File: src/rtl/seven_seg_scan_decoder.sv
// Scan-bus monitor: rebuilds the eight BCD digits shown by a multiplexed
// active-low seven-segment driver and flags scan-order, pattern and stall faults.
module seven_seg_scan_decoder #(
  parameter int SETTLE       = 2,
  parameter int STALL_CYCLES = 1024
) (
  input  logic        i_clk,
  input  logic        i_clr,
  input  logic        i_ce,
  input  logic [6:0]  i_seg_in,
  input  logic [7:0]  i_sel_in,
  output logic [31:0] o_digits_bcd,
  output logic [7:0]  o_digit_err,
  output logic        o_frame_valid,
  output logic        o_seq_err,
  output logic        o_stall,
  output logic        o_locked
);

  localparam int SW = $clog2(STALL_CYCLES) + 1;
  localparam logic [0:0] S_SYNC = 1'b0;
  localparam logic [0:0] S_RUN  = 1'b1;
  localparam logic [SW-1:0] STALL_MAX = SW'(STALL_CYCLES);

  // {err, bcd}; blank reads as E, unknown patterns as F with err set
  function automatic logic [4:0] f_decode(input logic [6:0] s);
    case (s)
      7'b1000000: f_decode = 5'h00;
      7'b1111001: f_decode = 5'h01;
      7'b0100100: f_decode = 5'h02;
      7'b0110000: f_decode = 5'h03;
      7'b0011001: f_decode = 5'h04;
      7'b0010010: f_decode = 5'h05;
      7'b0000010: f_decode = 5'h06;
      7'b1111000: f_decode = 5'h07;
      7'b0000000: f_decode = 5'h08;
      7'b0010000: f_decode = 5'h09;
      7'b1111111: f_decode = 5'h0E;
      default:    f_decode = 5'h1F;
    endcase
  endfunction

  logic [6:0]       r_seg, r_seg_p;
  logic [7:0]       r_sel, r_sel_p;
  logic [3:0]       r_settle;
  logic [SW-1:0]    r_stall_cnt;
  logic             r_stall;
  logic [0:0]       r_state;
  logic [2:0]       r_expect;
  logic [6:0][3:0]  r_shadow;
  logic [6:0]       r_shadow_err;
  logic             r_fv, r_se;

  logic             w_same, w_sel_change, w_cap, w_onecold;
  logic [3:0]       w_settle_n, w_nlow;
  logic [2:0]       w_idx;
  logic [4:0]       w_dec;
  logic [SW-1:0]    w_stall_cnt_n;
  logic             w_stall_n;
  logic [0:0]       w_state_n;
  logic [2:0]       w_expect_n;
  logic [6:0][3:0]  w_shadow_n;
  logic [6:0]       w_shadow_err_n;
  logic [31:0]      w_digits_n;
  logic [7:0]       w_derr_n;
  logic             w_fv_n, w_se_n;

  always_comb begin
    w_sel_change = (r_sel != r_sel_p);
    w_same       = !w_sel_change && (r_seg == r_seg_p);
    w_settle_n   = w_same ? ((r_settle == 4'd15) ? 4'd15 : r_settle + 4'd1) : 4'd1;
    // one capture per dwell: the step onto SETTLE, or the change itself when SETTLE is 1
    w_cap        = w_same ? (r_settle == 4'(SETTLE - 1)) : (SETTLE == 1);
    w_nlow       = 4'($countones(~r_sel));
    w_onecold    = (w_nlow == 4'd1);
    w_idx        = 3'd0;
    for (int i = 0; i < 8; i++)
      if (!r_sel[i]) w_idx = 3'(i);
    w_dec        = f_decode(r_seg);
  end

  always_comb begin
    w_state_n      = r_state;
    w_expect_n     = r_expect;
    w_shadow_n     = r_shadow;
    w_shadow_err_n = r_shadow_err;
    w_digits_n     = o_digits_bcd;
    w_derr_n       = o_digit_err;
    w_fv_n         = 1'b0;
    w_se_n         = 1'b0;
    w_stall_cnt_n  = r_stall_cnt;
    w_stall_n      = r_stall;

    if (w_cap && (r_sel != 8'hFF)) begin
      if (!w_onecold) begin
        w_se_n    = 1'b1;
        w_state_n = S_SYNC;
      end else if ((r_state == S_SYNC) || (w_idx != r_expect)) begin
        if (r_state == S_RUN) begin
          w_se_n         = 1'b1;
          w_shadow_n     = {7{4'hE}};
          w_shadow_err_n = 7'd0;
        end
        if (w_idx == 3'd0) begin
          w_shadow_n[0]     = w_dec[3:0];
          w_shadow_err_n[0] = w_dec[4];
          w_expect_n        = 3'd1;
          w_state_n         = S_RUN;
        end else begin
          w_state_n = S_SYNC;
        end
      end else if (w_idx == 3'd7) begin
        w_digits_n = {w_dec[3:0], r_shadow};
        w_derr_n   = {w_dec[4], r_shadow_err};
        w_fv_n     = 1'b1;
        w_expect_n = 3'd0;
      end else begin
        w_shadow_n[w_idx]     = w_dec[3:0];
        w_shadow_err_n[w_idx] = w_dec[4];
        w_expect_n            = r_expect + 3'd1;
      end
    end

    // stall is evaluated after the capture so it wins the state
    if (w_sel_change) begin
      w_stall_cnt_n = '0;
      w_stall_n     = 1'b0;
    end else if (r_stall_cnt != STALL_MAX) begin
      w_stall_cnt_n = r_stall_cnt + SW'(1);
      if (w_stall_cnt_n == STALL_MAX) begin
        w_stall_n = 1'b1;
        w_state_n = S_SYNC;
      end
    end
  end

  always_ff @(posedge i_clk) begin
    if (i_clr) begin
      r_seg         <= 7'h7F;
      r_seg_p       <= 7'h7F;
      r_sel         <= 8'hFF;
      r_sel_p       <= 8'hFF;
      r_settle      <= 4'd0;
      r_stall_cnt   <= '0;
      r_stall       <= 1'b0;
      r_state       <= S_SYNC;
      r_expect      <= 3'd0;
      r_shadow      <= {7{4'hE}};
      r_shadow_err  <= 7'd0;
      o_digits_bcd  <= 32'hEEEE_EEEE;
      o_digit_err   <= 8'd0;
      r_fv          <= 1'b0;
      r_se          <= 1'b0;
    end else if (i_ce) begin
      r_seg         <= i_seg_in;
      r_seg_p       <= r_seg;
      r_sel         <= i_sel_in;
      r_sel_p       <= r_sel;
      r_settle      <= w_settle_n;
      r_stall_cnt   <= w_stall_cnt_n;
      r_stall       <= w_stall_n;
      r_state       <= w_state_n;
      r_expect      <= w_expect_n;
      r_shadow      <= w_shadow_n;
      r_shadow_err  <= w_shadow_err_n;
      o_digits_bcd  <= w_digits_n;
      o_digit_err   <= w_derr_n;
      r_fv          <= w_fv_n;
      r_se          <= w_se_n;
    end else begin
      r_fv <= 1'b0;
      r_se <= 1'b0;
    end
  end

  assign o_frame_valid = r_fv;
  assign o_seq_err     = r_se;
  assign o_stall       = r_stall;
  assign o_locked      = (r_state == S_RUN);

endmodule

File: config.mk
export PLATFORM = sky130hd
export DESIGN_NAME = seven_seg_scan_decoder
export DESIGN_NICKNAME = d
export VERILOG_FILES = /design/src/rtl/seven_seg_scan_decoder.sv
export SDC_FILE = /design/constraint.sdc
export NUM_CORES = 1
export LEC_CHECK = 0
export CORE_UTILIZATION = 61
export DETAILED_ROUTE_END_ITERATION = 8
export GPL_TIMING_DRIVEN = 0
export PLACE_DENSITY = 0.89
export SLEW_MARGIN = 20
export SYNTH_ARGS = -nofsm -noshare
export SYNTH_HDL_FRONTEND = slang
export SYNTH_SLANG_ARGS = --single-unit
File: constraint.sdc
create_clock -name i_clk -period 9.2 [get_ports i_clk]
set_input_delay 1.84 -clock i_clk [delete_from_list [all_inputs] [get_ports i_clk]]
set_output_delay 1.84 -clock i_clk [all_outputs]
set_load 0.05 [all_outputs]
# ---- After elaboration in Yosys (flattened, before gate mapping)
# Cells that the tools add are included.
dict set report word_totals {
  register_bits 127
  latch_bits 0
  mem_bits_rw 0
  rom_bits 0
  in_bits 18
  output_inout_bits 44
  elab_cells 125
  memories 0
}
dict set report op_classes {
  addsub 10
  multipliers 0
  n_div 0
  magnitude_cmp 2
  n_eq_ne 24
  shift 0
  mux 44
  n_bitwise 6
  n_reduce_logical 17
}
# op count
set ops {}
lappend ops {{2-to-1 mux 28 bit} 3}
lappend ops {{case mux 5 bit (11 select lines)} 1}
lappend ops {{bitwise mux 28 bit} 1}
lappend ops {{equality test 7 bit (second input constant)} 4}
lappend ops {{2-to-1 mux 11 bit} 2}
lappend ops {{equality test 7 x 5 -> 1 bit (second input constant)} 3}
lappend ops {{2-to-1 mux 3 bit} 7}
lappend ops {{2-to-1 mux 7 bit} 3}
lappend ops {{2-to-1 mux 1 bit} 18}
lappend ops {{2-to-1 mux 4 bit} 4}
lappend ops {{AND reduction 5 bit} 3}
lappend ops {{equality test 7 x 6 -> 1 bit (second input constant)} 2}
lappend ops {{demux 4 bit (select 3 bit)} 1}
lappend ops {{adder 11 x 1 -> 11 bit (second input constant)} 1}
lappend ops {{equality test 11 bit (second input constant)} 1}
lappend ops {{!= test 11 bit (second input constant)} 1}
lappend ops {{adder 1 x 1 -> 2 bit} 4}
lappend ops {{equality test 4 x 1 -> 1 bit (second input constant)} 2}
lappend ops {{!= test 8 bit} 1}
lappend ops {{!= test 8 bit (second input constant)} 1}
lappend ops {{inverter 8 bit} 1}
lappend ops {{bitwise mux 7 bit} 1}
lappend ops {{equality test 7 x 2 -> 1 bit (second input constant)} 1}
lappend ops {{equality test 7 bit} 1}
lappend ops {{26 further kinds} 36}

# ---- Logic depth before layout (Yosys ltp)
# Gate-level depths: netlist of the first run.
dict set report depth {
  depth_word 15
  mapped_depth 15
  ltp_nobuf 13
}

# ---- Worst setup path before layout of the first run
# Ideal clock, no wire load.
dict set report synth_timing {
  path_kind {flip-flop to flip-flop}
  startpoint {register r_sel[0]}
  endpoint {register o_digit_err[0]}
  setup_ns 0.132
  arrival_ns 3.791
  t_required_ns 9.068
  path_slack_ns 5.276
  path_stages_with_launch 16
  n_path_buf 2
  synth_period_minus_slack_ns 3.924
  path_cell_list {dfxtp_1 fa_1 inv_1 fa_1 fa_1 ha_1 inv_1 fa_1 and3b_1 a31o_2 nand3_1 or4_1 buf_2 buf_6 nand2_1 a21oi_1}
}
dict set report synth_between {
  elab_chain_cells 6
  word_cells_on_any_way 12
  cone_classes {add/sub: 3; eq/ne: 3; mux: 1; bitwise: 1; reduce/logical: 4}
}
# item line_no
set synth_rtl {}
lappend synth_rtl {{start, declared} 44} ;# logic [7:0] r_sel, r_sel_p;
lappend synth_rtl {{start signal, assigned} 157} ;# r_sel <= i_sel_in;
lappend synth_rtl {{inverter 8 bit / != test 8 bit (equally long branches)} {74, 69}}
lappend synth_rtl {{adder 1 x 1 -> 2 bit (implied by the code) / zero test 1 bit (equally long branches)} {74, 70}}
lappend synth_rtl {{adder 2 x 2 -> 3 bit (implied by the code) / logical AND 1 bit (equally long branches)} {74, 70}}
lappend synth_rtl {{adder 3 x 3 -> 4 bit (implied by the code) / 2-to-1 mux 1 bit (equally long branches)} {74, 73}}
lappend synth_rtl {{equality test 4 x 1 -> 1 bit / logical AND 1 bit (equally long branches)} {75, 94}}
lappend synth_rtl {{AND reduction 5 bit (no line) *} -}
lappend synth_rtl {{end signal, assigned} 167} ;# o_digit_err <= w_derr_n;
lappend synth_rtl {{end, declared} 13} ;# output logic [7:0] o_digit_err,
# Every way passes the cells marked *; elsewhere a longest branch is shown, timed or not.
# A chain may end at the register's enable or synchronous reset.

# ---- Worst setup path after layout of the first run
dict set report layout_timing {
  startpoint {register r_sel[1]}
  endpoint {register o_digit_err[0]}
}
dict set report layout_between {
  elab_chain_cells 11
  word_cells_on_any_way 23
  cone_classes {add/sub: 3; eq/ne: 5; mux: 8; bitwise: 2; reduce/logical: 5}
}
# item
set layout_rtl {}
lappend layout_rtl {{branches (longest 10 deep; another with adder 3 x 3 -> 4 bit)}}
lappend layout_rtl {{AND reduction 5 bit (no line) *}}
# Mark *: on every way between the ends.

==> impl_metrics.xml, run 1 <==
<?xml version="1.0" encoding="UTF-8"?>
<metrics>
  <group name="critical_path">
    <metric name="setup.worst_path.start" unit="">r_sel[1]</metric>
    <metric name="worstSetupStartpointType" unit="">flip-flop</metric>
    <metric name="critical_path_rt" unit="ns">9.64</metric>
    <metric name="critPathArrivalTime" unit="ns">4.99</metric>
    <metric name="timing_worst_setup_path_type" unit="">reg -&gt; reg</metric>
    <metric name="crit-reg2reg-launch" unit="">r_sel[1]</metric>
    <metric name="worst_r2r_endpoint" unit="">o_digit_err[0]</metric>
    <metric name="rr_worst_depth" unit="">14</metric>
    <metric name="rrSetupSlack" unit="ns">4.65</metric>
    <metric name="critical_path.endpoint_type" unit="">flip-flop</metric>
    <metric name="crit_path_max_fanout" unit="">10</metric>
  </group>
  <group name="sta">
    <metric name="finalHoldViolCount" unit="">0</metric>
    <metric name="finalSetupTns" unit="ns">0</metric>
    <metric name="slew_violations" unit="">0</metric>
    <metric name="setup_viol_count_final" unit="">0</metric>
    <metric name="period_needed" unit="ns">4.55</metric>
    <metric name="max_slew.worst_pin.slew" unit="ns">0.750</metric>
    <metric name="layout_worst_path_cycle_share" unit="">0.495</metric>
    <metric name="slew_headroom" unit="">0.500</metric>
    <metric name="timing.clock.skew" unit="ns">0.0191</metric>
    <metric name="post-route-worst-setup-slack" unit="ns">4.65</metric>
    <metric name="fmax" unit="GHz">0.220</metric>
    <metric name="setup_repair_after_global_routing_missed_its_margin" unit="">false</metric>
  </group>
  <group name="yosys">
    <metric name="synth.top_cells.by_area" unit="">sky130_fd_sc_hd__dfxtp_1 43%, sky130_fd_sc_hd__mux2i_1 7.3%, sky130_fd_sc_hd__nand2_1 6.2%</metric>
    <metric name="synth_sequential_area_ratio" unit="">0.431</metric>
    <metric name="synthesis.yosys.warnings" unit="">0</metric>
    <metric name="library_cells_used_by_synthesis" unit="">69</metric>
    <metric name="synth_top_area_share" unit="">0.431</metric>
    <metric name="synth.cell_area" unit="sq mm">0.00590</metric>
    <metric name="synth_largest_area_cell" unit="">sky130_fd_sc_hd__dfxtp_1</metric>
    <metric name="synth-seq-cells" unit="">127</metric>
    <metric name="synth.avg_cell_area" unit="sq um">8.82</metric>
    <metric name="yosys_most_used_dff" unit="">sky130_fd_sc_hd__dfxtp_1</metric>
    <metric name="synth-edff-count" unit="">0</metric>
    <metric name="ys_async_sr_fraction" unit="">0</metric>
    <metric name="netlist_instances" unit="">669</metric>
    <metric name="mappedNetlistNets" unit="">700</metric>
  </group>
  <group name="route">
    <metric name="ant_nets" unit="">0</metric>
    <metric name="detail_route.drc_violations" unit="">0</metric>
    <metric name="route.final.wire_length" unit="microns">16400</metric>
    <metric name="via_per_inst" unit="">6.24</metric>
    <metric name="detailedRoute.firstPassIterationCount" unit="">6</metric>
    <metric name="route.detailed.wl_per_inst" unit="microns">18.4</metric>
    <metric name="detail_route.iter0.violations" unit="">517</metric>
    <metric name="dr_total_vias" unit="">5558</metric>
  </group>
  <group name="cells_and_area">
    <metric name="synthToLayoutAreaGrowth" unit="%">23.0</metric>
    <metric name="num_antenna_cells" unit="">0</metric>
    <metric name="drive_above_1_share" unit="">0.0959</metric>
    <metric name="layout_common_cells" unit="">127 x sky130_fd_sc_hd__dfxtp_1, 97 x sky130_fd_sc_hd__nand2_1, 60 x sky130_fd_sc_hd__clkdlybuf4s50_1, 50 x sky130_fd_sc_hd__a21oi_1, 49 x sky130_fd_sc_hd__nor2_1</metric>
    <metric name="finalNetCount" unit="">779</metric>
    <metric name="layout.cells.most_common" unit="">sky130_fd_sc_hd__dfxtp_1</metric>
  </group>
  <group name="clock_tree">
    <metric name="clock_insertion_delay_worst_skew" unit="ns">0.53</metric>
    <metric name="post_cts_resized" unit="">0</metric>
    <metric name="cts.sinks" unit="">127</metric>
    <metric name="cts_tree" unit="">yes</metric>
    <metric name="clock_tree.root_cell" unit="">sky130_fd_sc_hd__clkbuf_8</metric>
    <metric name="cts.reportedPaths.clkPinSlew" unit="ns">0.07</metric>
    <metric name="postCtsSetupRepairBufs" unit="">0</metric>
    <metric name="cts-root-to-sink-buffers" unit="">2</metric>
    <metric name="numCtsBuffers" unit="">17</metric>
    <metric name="htree_num_levels" unit="">4</metric>
    <metric name="post_cts_hold_buffer_count" unit="">0</metric>
  </group>
  <group name="placement">
    <metric name="place.detailed.hpwl" unit="microns">11000</metric>
    <metric name="portbufs" unit="">60</metric>
    <metric name="finalWeightedCongestion" unit="">0.945</metric>
    <metric name="dp_worst_setup_slack" unit="ns">4.86</metric>
  </group>
  <group name="power_and_ir_drop">
    <metric name="power.static_leakage" unit="nW">2.62</metric>
    <metric name="power.ir.vdd_worst" unit="uV">116</metric>
    <metric name="power_density" unit="mW/mm^2">190</metric>
  </group>
  <group name="die">
    <metric name="num_rows" unit="">35</metric>
    <metric name="floorplan.die.width" unit="microns">100</metric>
    <metric name="die_area" unit="sq mm">0.0101</metric>
    <metric name="start_util" unit="">0.635</metric>
    <metric name="die_h" unit="microns">100</metric>
    <metric name="ios" unit="">62</metric>
    <metric name="core" unit="sq mm">0.00928</metric>
  </group>
  <group name="hold_path">
    <metric name="worst_hold_path.endpoint" unit="">o_digit_err[1]</metric>
    <metric name="hold_path.class" unit="">reg -&gt; reg</metric>
    <metric name="hold_path.startpoint" unit="">o_digit_err[1]</metric>
    <metric name="min_delay_path_depth" unit="">2</metric>
  </group>
  <group name="status">
    <metric name="run_status" unit="">finished, final reports clean</metric>
  </group>
  <group name="global_route">
    <metric name="antenna_found_initial" unit="">0</metric>
    <metric name="grt_first_pass_wirelength" unit="microns">26600</metric>
    <metric name="first_global_vias" unit="">5556</metric>
    <metric name="grt_max_degree" unit="">17</metric>
    <metric name="gr-total-overflow" unit="">0</metric>
    <metric name="globalRouteTotalUtil" unit="">0.343</metric>
  </group>
  <group name="job">
    <metric name="maxCapViolations" unit="">0</metric>
  </group>
</metrics>
critical path: stages, from the launching register on:
cell                      delay [ns]
sky130_fd_sc_hd__dfxtp_1        0.54
sky130_fd_sc_hd__fa_1           0.51
sky130_fd_sc_hd__inv_1          0.10
sky130_fd_sc_hd__fa_1           0.44
sky130_fd_sc_hd__fa_1           0.50
sky130_fd_sc_hd__ha_1           0.17
sky130_fd_sc_hd__inv_1          0.06
sky130_fd_sc_hd__fa_1           0.51
sky130_fd_sc_hd__and4b_1        0.24
sky130_fd_sc_hd__a31o_2         0.14
sky130_fd_sc_hd__nand3_1        0.18
sky130_fd_sc_hd__nor4_4         0.45
sky130_fd_sc_hd__buf_2          0.33
sky130_fd_sc_hd__nand2_1        0.08
sky130_fd_sc_hd__a21oi_1        0.22
stage by stage:
| step | hold WS (ns) | area, sq um | utilization | instances | power (mW) |
|---|---|---|---|---|---|
| floorplan | 0.433 | 5900 | - | 669 | 0.665 |
| global placement | 0.443 | 6660 | 0.718 | 858 | 0.697 |
| detailed placement | 0.448 | 6660 | 0.718 | 858 | 0.703 |
| CTS | 0.458 | 7260 | 0.782 | 890 | 1.38 |
| global route | 0.472 | 7260 | 0.782 | 890 | 1.42 |
| finish | 0.456 | 7260 | 0.782 | 890 | 1.38 |
routing by layer:
metal,wire length (microns),up-vias,global-route usage
li1,-,2529,-
met1,6420,2614,0.401
met2,7880,334,0.570
met3,1350,81,0.0843
met4,741,0,0.210
met5,0,-,0
flip-flops by register name (all words and copies together) (netlist names), 8 cells and up:
| register | count |
|---|---|
| o_digits_bcd | 32 |
| r_shadow | 28 |
| r_sel | 8 |
| r_sel_p | 8 |
| r_stall_cnt | 11 |
| o_digit_err | 8 |
cells in the mapped netlist (all sizes together), types with 3 or more instances:
library cell / n
a211oi: 8
a21oi: 52
a22oi: 4
and2: 3
and3: 3
and4: 3
buf: 16
clkbuf: 30
dfxtp: 127
fa: 4
ha: 9
inv: 22
mux2i: 43
nand2: 97
nand2b: 4
nand3: 17
nand3b: 5
nand4: 12
nor2: 49
nor2b: 3
nor3: 35
nor3b: 8
nor4: 12
nor4b: 4
o211ai: 12
o21a: 3
o21ai: 16
o22ai: 9
o31ai: 5
or3: 4
xor2: 16
power by group:
group | internal (mW) | switching [mW] | leakage (nW)
logic | 0.0482 | 0.0864 | 1.30
registers | 0.557 | 0.00572 | 1.03
clock network | 0.403 | 0.275 | 0.286
total | 1.01 | 0.367 | 2.62
worst max path at each step:
stage	endpoint	slack, ns	cells after the start
after floorplan	o_digit_err[0]	5.28	15
after global placement	o_digits_bcd[18]	4.95	13
after detailed placement	r_shadow[21]	4.86	13
after CTS	o_digit_err[0]	4.72	14
after global routing	r_shadow[10]	4.43	13
final	o_digit_err[0]	4.65	14
cells by family after synthesis:
logic type      share of synthesized area
compound gates                      0.146
xor+xnor                           0.0267
buf+inv                            0.0509
fa+ha+maj                          0.0327
flops                               0.431
mux                                0.0730
simple gates                        0.240
area by class of cell:
cell class | instances | area [sq um]
clock inverter | 14 | 169
clock buffer | 18 | 428
buffer | 46 | 210
fill | 605 | 2030
tap | 129 | 161
sequential | 127 | 2540
inverter | 24 | 90.1
timing repair buffer | 60 | 601
multi-input combinational | 472 | 3060
Note: power is estimated with default switching activity, not from simulation.
==> run 2, diff against run 1 <==
CORE_UTILIZATION = 57   (was 61)
PLACE_DENSITY = 0.84   (was 0.89)
clock period = 4.6 ns   (was 9.2 ns; I/O delays follow)
==> impl_metrics.xml, run 2 (same netlist as run 1, synthesis figures left out) <==
<?xml version="1.0" encoding="UTF-8"?>
<metrics>
  <group name="global_route">
    <metric name="grt_util_met3" unit="">0.0623</metric>
    <metric name="grt_first_pass_wirelength" unit="microns">25500</metric>
    <metric name="gr-total-overflow" unit="">0</metric>
    <metric name="grt.busiest_layer" unit="">met2</metric>
    <metric name="first_global_vias" unit="">5146</metric>
    <metric name="antenna_found_initial" unit="">0</metric>
    <metric name="grt_max_degree" unit="">17</metric>
    <metric name="groute.layer.met2.usage" unit="">0.496</metric>
    <metric name="gr-usage-met1" unit="">0.374</metric>
    <metric name="globalRouteTotalUtil" unit="">0.298</metric>
  </group>
  <group name="route">
    <metric name="route.detailed.wl_per_inst" unit="microns">17.5</metric>
    <metric name="route.final.wire_length" unit="microns">15600</metric>
    <metric name="dr_total_vias" unit="">5339</metric>
    <metric name="detail_route.drc_violations" unit="">0</metric>
    <metric name="ant_nets" unit="">0</metric>
    <metric name="detail_route.iter0.violations" unit="">308</metric>
    <metric name="detailedRoute.firstPassIterationCount" unit="">5</metric>
    <metric name="via_per_inst" unit="">5.97</metric>
  </group>
  <group name="sta">
    <metric name="fmax" unit="GHz">0.226</metric>
    <metric name="post-route-worst-setup-slack" unit="ns">0.178</metric>
    <metric name="finalHoldViolCount" unit="">0</metric>
    <metric name="slew_headroom" unit="">0.502</metric>
    <metric name="setup_viol_count_final" unit="">0</metric>
    <metric name="setup_repair_after_global_routing_missed_its_margin" unit="">true</metric>
    <metric name="layout_worst_path_cycle_share" unit="">0.961</metric>
    <metric name="slew_violations" unit="">0</metric>
    <metric name="max_slew.worst_pin.slew" unit="ns">0.741</metric>
    <metric name="hold_slack" unit="ns">0.453</metric>
    <metric name="finalSetupTns" unit="ns">0</metric>
    <metric name="period_needed" unit="ns">4.42</metric>
    <metric name="timing.clock.skew" unit="ns">0.0102</metric>
  </group>
  <group name="cells_and_area">
    <metric name="num_antenna_cells" unit="">0</metric>
    <metric name="top_register" unit="">o_digits_bcd</metric>
    <metric name="finalNetCount" unit="">780</metric>
    <metric name="synthToLayoutAreaGrowth" unit="%">23.4</metric>
    <metric name="reg_top3" unit="">o_digits_bcd: 32 flops, r_shadow: 28 flops, r_stall_cnt: 11 flops</metric>
    <metric name="layout_common_cells" unit="">126 x sky130_fd_sc_hd__dfxtp_1, 97 x sky130_fd_sc_hd__nand2_1, 60 x sky130_fd_sc_hd__clkdlybuf4s50_1, 50 x sky130_fd_sc_hd__a21oi_1, 48 x sky130_fd_sc_hd__nor2_1</metric>
    <metric name="fill_cells" unit="">699</metric>
    <metric name="layout.cells.most_common" unit="">sky130_fd_sc_hd__dfxtp_1</metric>
    <metric name="flip_flop_count_of_the_largest_register_after_layout" unit="">32</metric>
    <metric name="post-route-cell-area" unit="sq mm">0.00728</metric>
    <metric name="drive_above_1_share" unit="">0.0971</metric>
  </group>
  <group name="placement">
    <metric name="place.detailed.hpwl" unit="microns">10900</metric>
    <metric name="finalWeightedCongestion" unit="">0.873</metric>
    <metric name="dp_worst_setup_slack" unit="ns">0.231</metric>
    <metric name="portbufs" unit="">60</metric>
    <metric name="placed_area" unit="sq mm">0.00667</metric>
  </group>
  <group name="job">
    <metric name="maxCapViolations" unit="">0</metric>
  </group>
  <group name="clock_tree">
    <metric name="htree_num_levels" unit="">4</metric>
    <metric name="clock_insertion_delay_worst_skew" unit="ns">0.53</metric>
    <metric name="numCtsBuffers" unit="">17</metric>
    <metric name="cts.sinks" unit="">127</metric>
    <metric name="clock_tree.root_cell" unit="">sky130_fd_sc_hd__clkbuf_8</metric>
    <metric name="post_cts_hold_buffer_count" unit="">0</metric>
    <metric name="cts.reportedPaths.clkPinSlew" unit="ns">0.06</metric>
    <metric name="cts_tree" unit="">yes</metric>
    <metric name="cts-root-to-sink-buffers" unit="">2</metric>
  </group>
  <group name="power_and_ir_drop">
    <metric name="power.ir.vdd_worst" unit="uV">228</metric>
    <metric name="power.static_leakage" unit="nW">2.63</metric>
    <metric name="power.total" unit="mW">2.76</metric>
    <metric name="power_density" unit="mW/mm^2">380</metric>
  </group>
  <group name="critical_path">
    <metric name="critPathArrivalTime" unit="ns">4.87</metric>
    <metric name="critical_path_rt" unit="ns">5.05</metric>
    <metric name="crit_path_max_fanout" unit="">8</metric>
    <metric name="critical_path.endpoint_type" unit="">flip-flop</metric>
    <metric name="timing_worst_setup_path_type" unit="">reg -&gt; reg</metric>
    <metric name="worstSetupStartpointType" unit="">flip-flop</metric>
  </group>
  <group name="die">
    <metric name="start_util" unit="">0.595</metric>
    <metric name="die_area" unit="sq mm">0.0108</metric>
    <metric name="floorplan.die.width" unit="microns">104</metric>
    <metric name="num_rows" unit="">36</metric>
    <metric name="ios" unit="">62</metric>
    <metric name="die_h" unit="microns">104</metric>
    <metric name="core" unit="sq mm">0.00991</metric>
  </group>
  <group name="status">
    <metric name="run_status" unit="">finished, final reports clean</metric>
  </group>
  <group name="hold_path">
    <metric name="hold_path.class" unit="">reg -&gt; reg</metric>
  </group>
</metrics>
## run 2: layer usage
| layer | wire length, microns | vias up |
|---|---|---|
| li1 | - | 2531 |
| met1 | 6750 | 2553 |
| met2 | 7520 | 218 |
| met3 | 1040 | 37 |
| met4 | 318 | 0 |
| met5 | 0 | - |
## run 2: through the flow
stage               instances  utilization
floorplan                 669            -
global placement          862        0.673
detailed placement        862        0.673
CTS                       894        0.734
global route              895        0.735
finish                    895        0.735
## run 2: cell type report
type	count	area, sq um	share of cell area
flip-flops and latches	127	2540	0.349
well taps	133	166	0.0229
multi-input cells	472	3060	0.420
clock inverters	11	155	0.0213
repair buffers	61	608	0.0835
clock buffers	21	449	0.0617
plain buffers	46	210	0.0289
inverters	24	90.1	0.0124
## run 2: final timing paths
path / slack, ns / endpoint / cells after the start / startpoint
setup reg to reg: 0.18 / r_shadow[22] / 13 / r_sel[0]
hold / removal: 0.45 / o_digits_bcd[16] / 2 / o_digits_bcd[16]
hold reg to reg: 0.45 / o_digits_bcd[16] / 2 / o_digits_bcd[16]
setup / recovery: 0.18 / r_shadow[22] / 13 / r_sel[0]
## run 2: what timing repair did
| item | in CTS | in global routing |
|---|---|---|
| endpoints found under the setup margin | 0 | 44 |
| resized for setup | 0 | 2 |
| setup buffers | 0 | 1 |
## run 2: critical path, cell delays in order, from the launching register on
cell                      delay, ns
sky130_fd_sc_hd__dfxtp_1       0.38
sky130_fd_sc_hd__fa_1          0.55
sky130_fd_sc_hd__inv_1         0.05
sky130_fd_sc_hd__fa_1          0.47
sky130_fd_sc_hd__fa_1          0.51
sky130_fd_sc_hd__ha_1          0.17
sky130_fd_sc_hd__inv_1         0.06
sky130_fd_sc_hd__fa_1          0.50
sky130_fd_sc_hd__and3b_1       0.20
sky130_fd_sc_hd__a31oi_1       0.18
sky130_fd_sc_hd__nor2_1        0.25
sky130_fd_sc_hd__nand4_2       0.29
sky130_fd_sc_hd__nor2_1        0.49
sky130_fd_sc_hd__mux2i_1       0.25
## run 2: power by group
group          internal (mW)  switching (mW)  leakage [nW]  total [mW]
Clock                  0.861           0.511         0.293        1.37
Sequential              1.12          0.0106          1.03        1.13
Combinational         0.0960           0.171          1.31       0.267
Total                   2.07           0.692          2.63        2.76
==> edit 1, RTL diff (config.mk and constraints of run 2) <==
`STALL_CYCLES`: 1024 -> 4096.
--- a/src/rtl/seven_seg_scan_decoder.sv
+++ b/src/rtl/seven_seg_scan_decoder.sv
@@ -4,3 +4,3 @@
   parameter int SETTLE       = 2,
-  parameter int STALL_CYCLES = 1024
+  parameter int STALL_CYCLES = 4096
 ) (
Formal check against the unedited RTL: same outputs for any inputs over 4 cycles, from zero or initial values; that may be too few to reach the edited logic, so the function may still have changed.
==> edit 1 against run 2 <==
Die area increased by 3.5%. Worst setup slack got worse by 0.052 ns. Critical path depth grew 2. Combinational power barely moved. Via count fell by 0.11%. Synthesized area increased by 3.6%. Global-route usage shrank 0.34 points. Routed wire length fell by 0.53%. Count of clock-buffer cells in the layout is 4 lower. Cell area up 3.4%. Total power is 2.3% lower. Sequential cell count rose by 2. Sequential share of layout area is 0.61 points lower. Critical path type unchanged. Largest cell class unchanged.
==> edit 1: results <==
export IMPL_status="finished, final reports clean"
export IMPL_fillCellCount=764
export IMPL_multi_input_area_sq_mm=0.00322
export IMPL_regArea_sq_mm=0.00258
export IMPL_clock_area_share_pct=7.63
export IMPL_n_clock_buffer=17
export IMPL_routedWlPerCell_um=17.5
export IMPL_place_area_sq_mm=0.00689
export IMPL_synth_nets=688
export IMPL_ys_seq_area_share_pct=42.3
export IMPL_hp_start="o_digits_bcd[6]"
export IMPL_cp_max_fo=10
export IMPL_dp_hpwl_um=10800
export IMPL_reg2reg_to="r_shadow[5]"
export IMPL_yosys_top_cells_area="dfxtp_1 42%, mux2i_1 12%, nand2_1 4.5%"
export IMPL_buffers=109
export IMPL_ys_ff_latch=129
export IMPL_arrival_ns=4.93
export IMPL_grt_pass1_vias=5229
export IMPL_clock_skew_ns=0.00987
export IMPL_synth_xor_area_share_pct=2.72
export IMPL_cellLeakagePower_nw=2.68
export IMPL_synth_compound_area_share_pct=15.6
export IMPL_dpl_cell_count=854
export IMPL_reg_largest_list="o_digits_bcd x32, r_shadow x28, r_stall_cnt x13"
export IMPL_hold_end="o_digits_bcd[6]"
export IMPL_syn_to_final_growth_pct=23.3
export IMPL_layout_drive_gt1_share_pct=9.40
==> edit 1: cell types whose count changed in the layout (fill, tap and decap cells not counted), moves of 13 or more <==
cell	run 2	this run
a21oi_1	50	25
inv_1	22	36
mux2i_1	43	76
nand2_1	97	72
nor3_1	32	13
o32ai_1	1	14
==> edit 1: what timing repair did <==
action                     4_1_cts  5_1_grt
gates resized for setup          3        3
setup endpoints to repair       78       74
pin swaps                        3        2
buffers inserted                 1        4
==> edit 1: metal layers <==
metal / share of wire, % / wire length, um / up-vias / GRT usage [%]
met5: 0 / 0 / - / 0
met4: 2.1 / 322 / 0 / 14.0
met3: 5.2 / 803 / 36 / 5.26
met2: 49 / 7700 / 215 / 49.3
met1: 43 / 6730 / 2567 / 36.7
li1: - / - / 2515 / -
==> edit 1: power by group <==
part / switching, W / leakage (nW) / internal (W)
clock: 0.000513 / 0.278 / 0.000774
sequential: 0.0000137 / 1.05 / 0.00113
combinational: 0.000165 / 1.35 / 0.000101
==> edit 2, RTL diff (config.mk and constraints of run 2) <==
Made on the original files. Put one more register stage on the output `o_digits_bcd`, without a reset. The value now appears one clock later. The other outputs are not delayed to match.
--- a/src/rtl/seven_seg_scan_decoder.sv
+++ b/src/rtl/seven_seg_scan_decoder.sv
@@ -23,2 +23,4 @@
   localparam logic [SW-1:0] STALL_MAX = SW'(STALL_CYCLES);
+
+  logic [31:0] o_digits_bcd_s0;
 
@@ -86,3 +88,3 @@
     w_shadow_err_n = r_shadow_err;
-    w_digits_n     = o_digits_bcd;
+    w_digits_n     = o_digits_bcd_s0;
     w_derr_n       = o_digit_err;
@@ -149,3 +151,3 @@
       r_shadow_err  <= 7'd0;
-      o_digits_bcd  <= 32'hEEEE_EEEE;
+      o_digits_bcd_s0 <= 32'hEEEE_EEEE;
       o_digit_err   <= 8'd0;
@@ -165,3 +167,3 @@
       r_shadow_err  <= w_shadow_err_n;
-      o_digits_bcd  <= w_digits_n;
+      o_digits_bcd_s0 <= w_digits_n;
       o_digit_err   <= w_derr_n;
@@ -180,2 +182,6 @@
 
+  always_ff @(posedge i_clk) begin
+    o_digits_bcd <= o_digits_bcd_s0;
+  end
+
 endmodule
Behaviour: not the same (a bounded check fails within 4 cycles, from zero or initial values).
==> edit 2 against run 2 <==
Combinational power rose by 7.9%. Synthesized area rose by 16%. Worst setup slack improved by 0.12 ns. Sequential cell count rose by 32. Total power rose by 14%. Routed wire length rose by 8.1%. Critical path type unchanged. Synthesized cell count rose by 6.1%. Cell count rose by 5.6%. Global-route usage fell by 1.1 points. The flow now finishes with violations (DRC). Sequential share of layout area rose by 3.8 points. Clock skew rose by 0.0027 ns. Cell area rose by 13%.
==> edit 2: results <==
export IMPL_status="complete, but fails checks"
export IMPL_violations="DRC"
export IMPL_die_area_sq_mm=0.0124
export IMPL_grt_pass1_vias=5696
export IMPL_ys_seq_area_share_pct=46.6
export IMPL_vias_per_cell=6.11
export IMPL_drt_total_wl_um=16900
export IMPL_cp_max_fo=10
export IMPL_gp_congestion=0.910
export IMPL_reg_largest_list="o_digits_bcd x32, o_digits_bcd_s0 x32, r_shadow x28"
export IMPL_p_comb_share_pct=9.2
export IMPL_synth_nets=741
export IMPL_clock_power_w=0.00145
export IMPL_grt_first_pass_wirelength_um=27900
export IMPL_synthDistinctLibCells=71
export IMPL_wl_met3_um=1130
export IMPL_cellLeakagePower_nw=3.12
export IMPL_slowest_delay_ns=0.65
export IMPL_layout_drive_gt1_share_pct=9.73
export IMPL_synth_compound_area_share_pct=12.9
export IMPL_slew_headroom_pct=39.1
export IMPL_final_nonclk_buf_share_pct=10.3
export IMPL_fillCellCount=841
export IMPL_clock_skew_ns=0.0129
export IMPL_use_met1_pct=34.5
export IMPL_drc=5
export IMPL_vdd_drop_max_mv=0.248
export IMPL_multi_input_area_share_pct=40.6
export IMPL_regArea_sq_mm=0.00318
edit 2: cell types whose count changed after synthesis, moves of 6 or more:
| cell | change |
|---|---|
| a21oi_1 | -28 |
| a22oi_1 | +13 |
| a31oi_1 | +6 |
| clkbuf_1 | -7 |
| dfxtp_1 | +32 |
| mux2i_1 | +20 |
| nand2_1 | -23 |
| nor2_1 | +23 |
| nor3_1 | -16 |
edit 2: worst paths after layout:
check	startpoint	endpoint	slack, ns	depth (start not counted)
min reg2reg	o_digits_bcd_s0[17]	o_digits_bcd[17]	0.35	0
min	o_digits_bcd_s0[17]	o_digits_bcd[17]	0.35	0
max	r_sel[7]	r_shadow[6]	0.29	13
max reg2reg	r_sel[7]	r_shadow[6]	0.29	13
edit 2: per-stage QoR:
stage | cells | util, %
after floorplan | 710 | -
after CTS | 945 | 71.1
after global routing | 945 | 71.1
after detailed placement | 913 | 65.8
after global placement | 913 | 65.8
final | 945 | 71.1
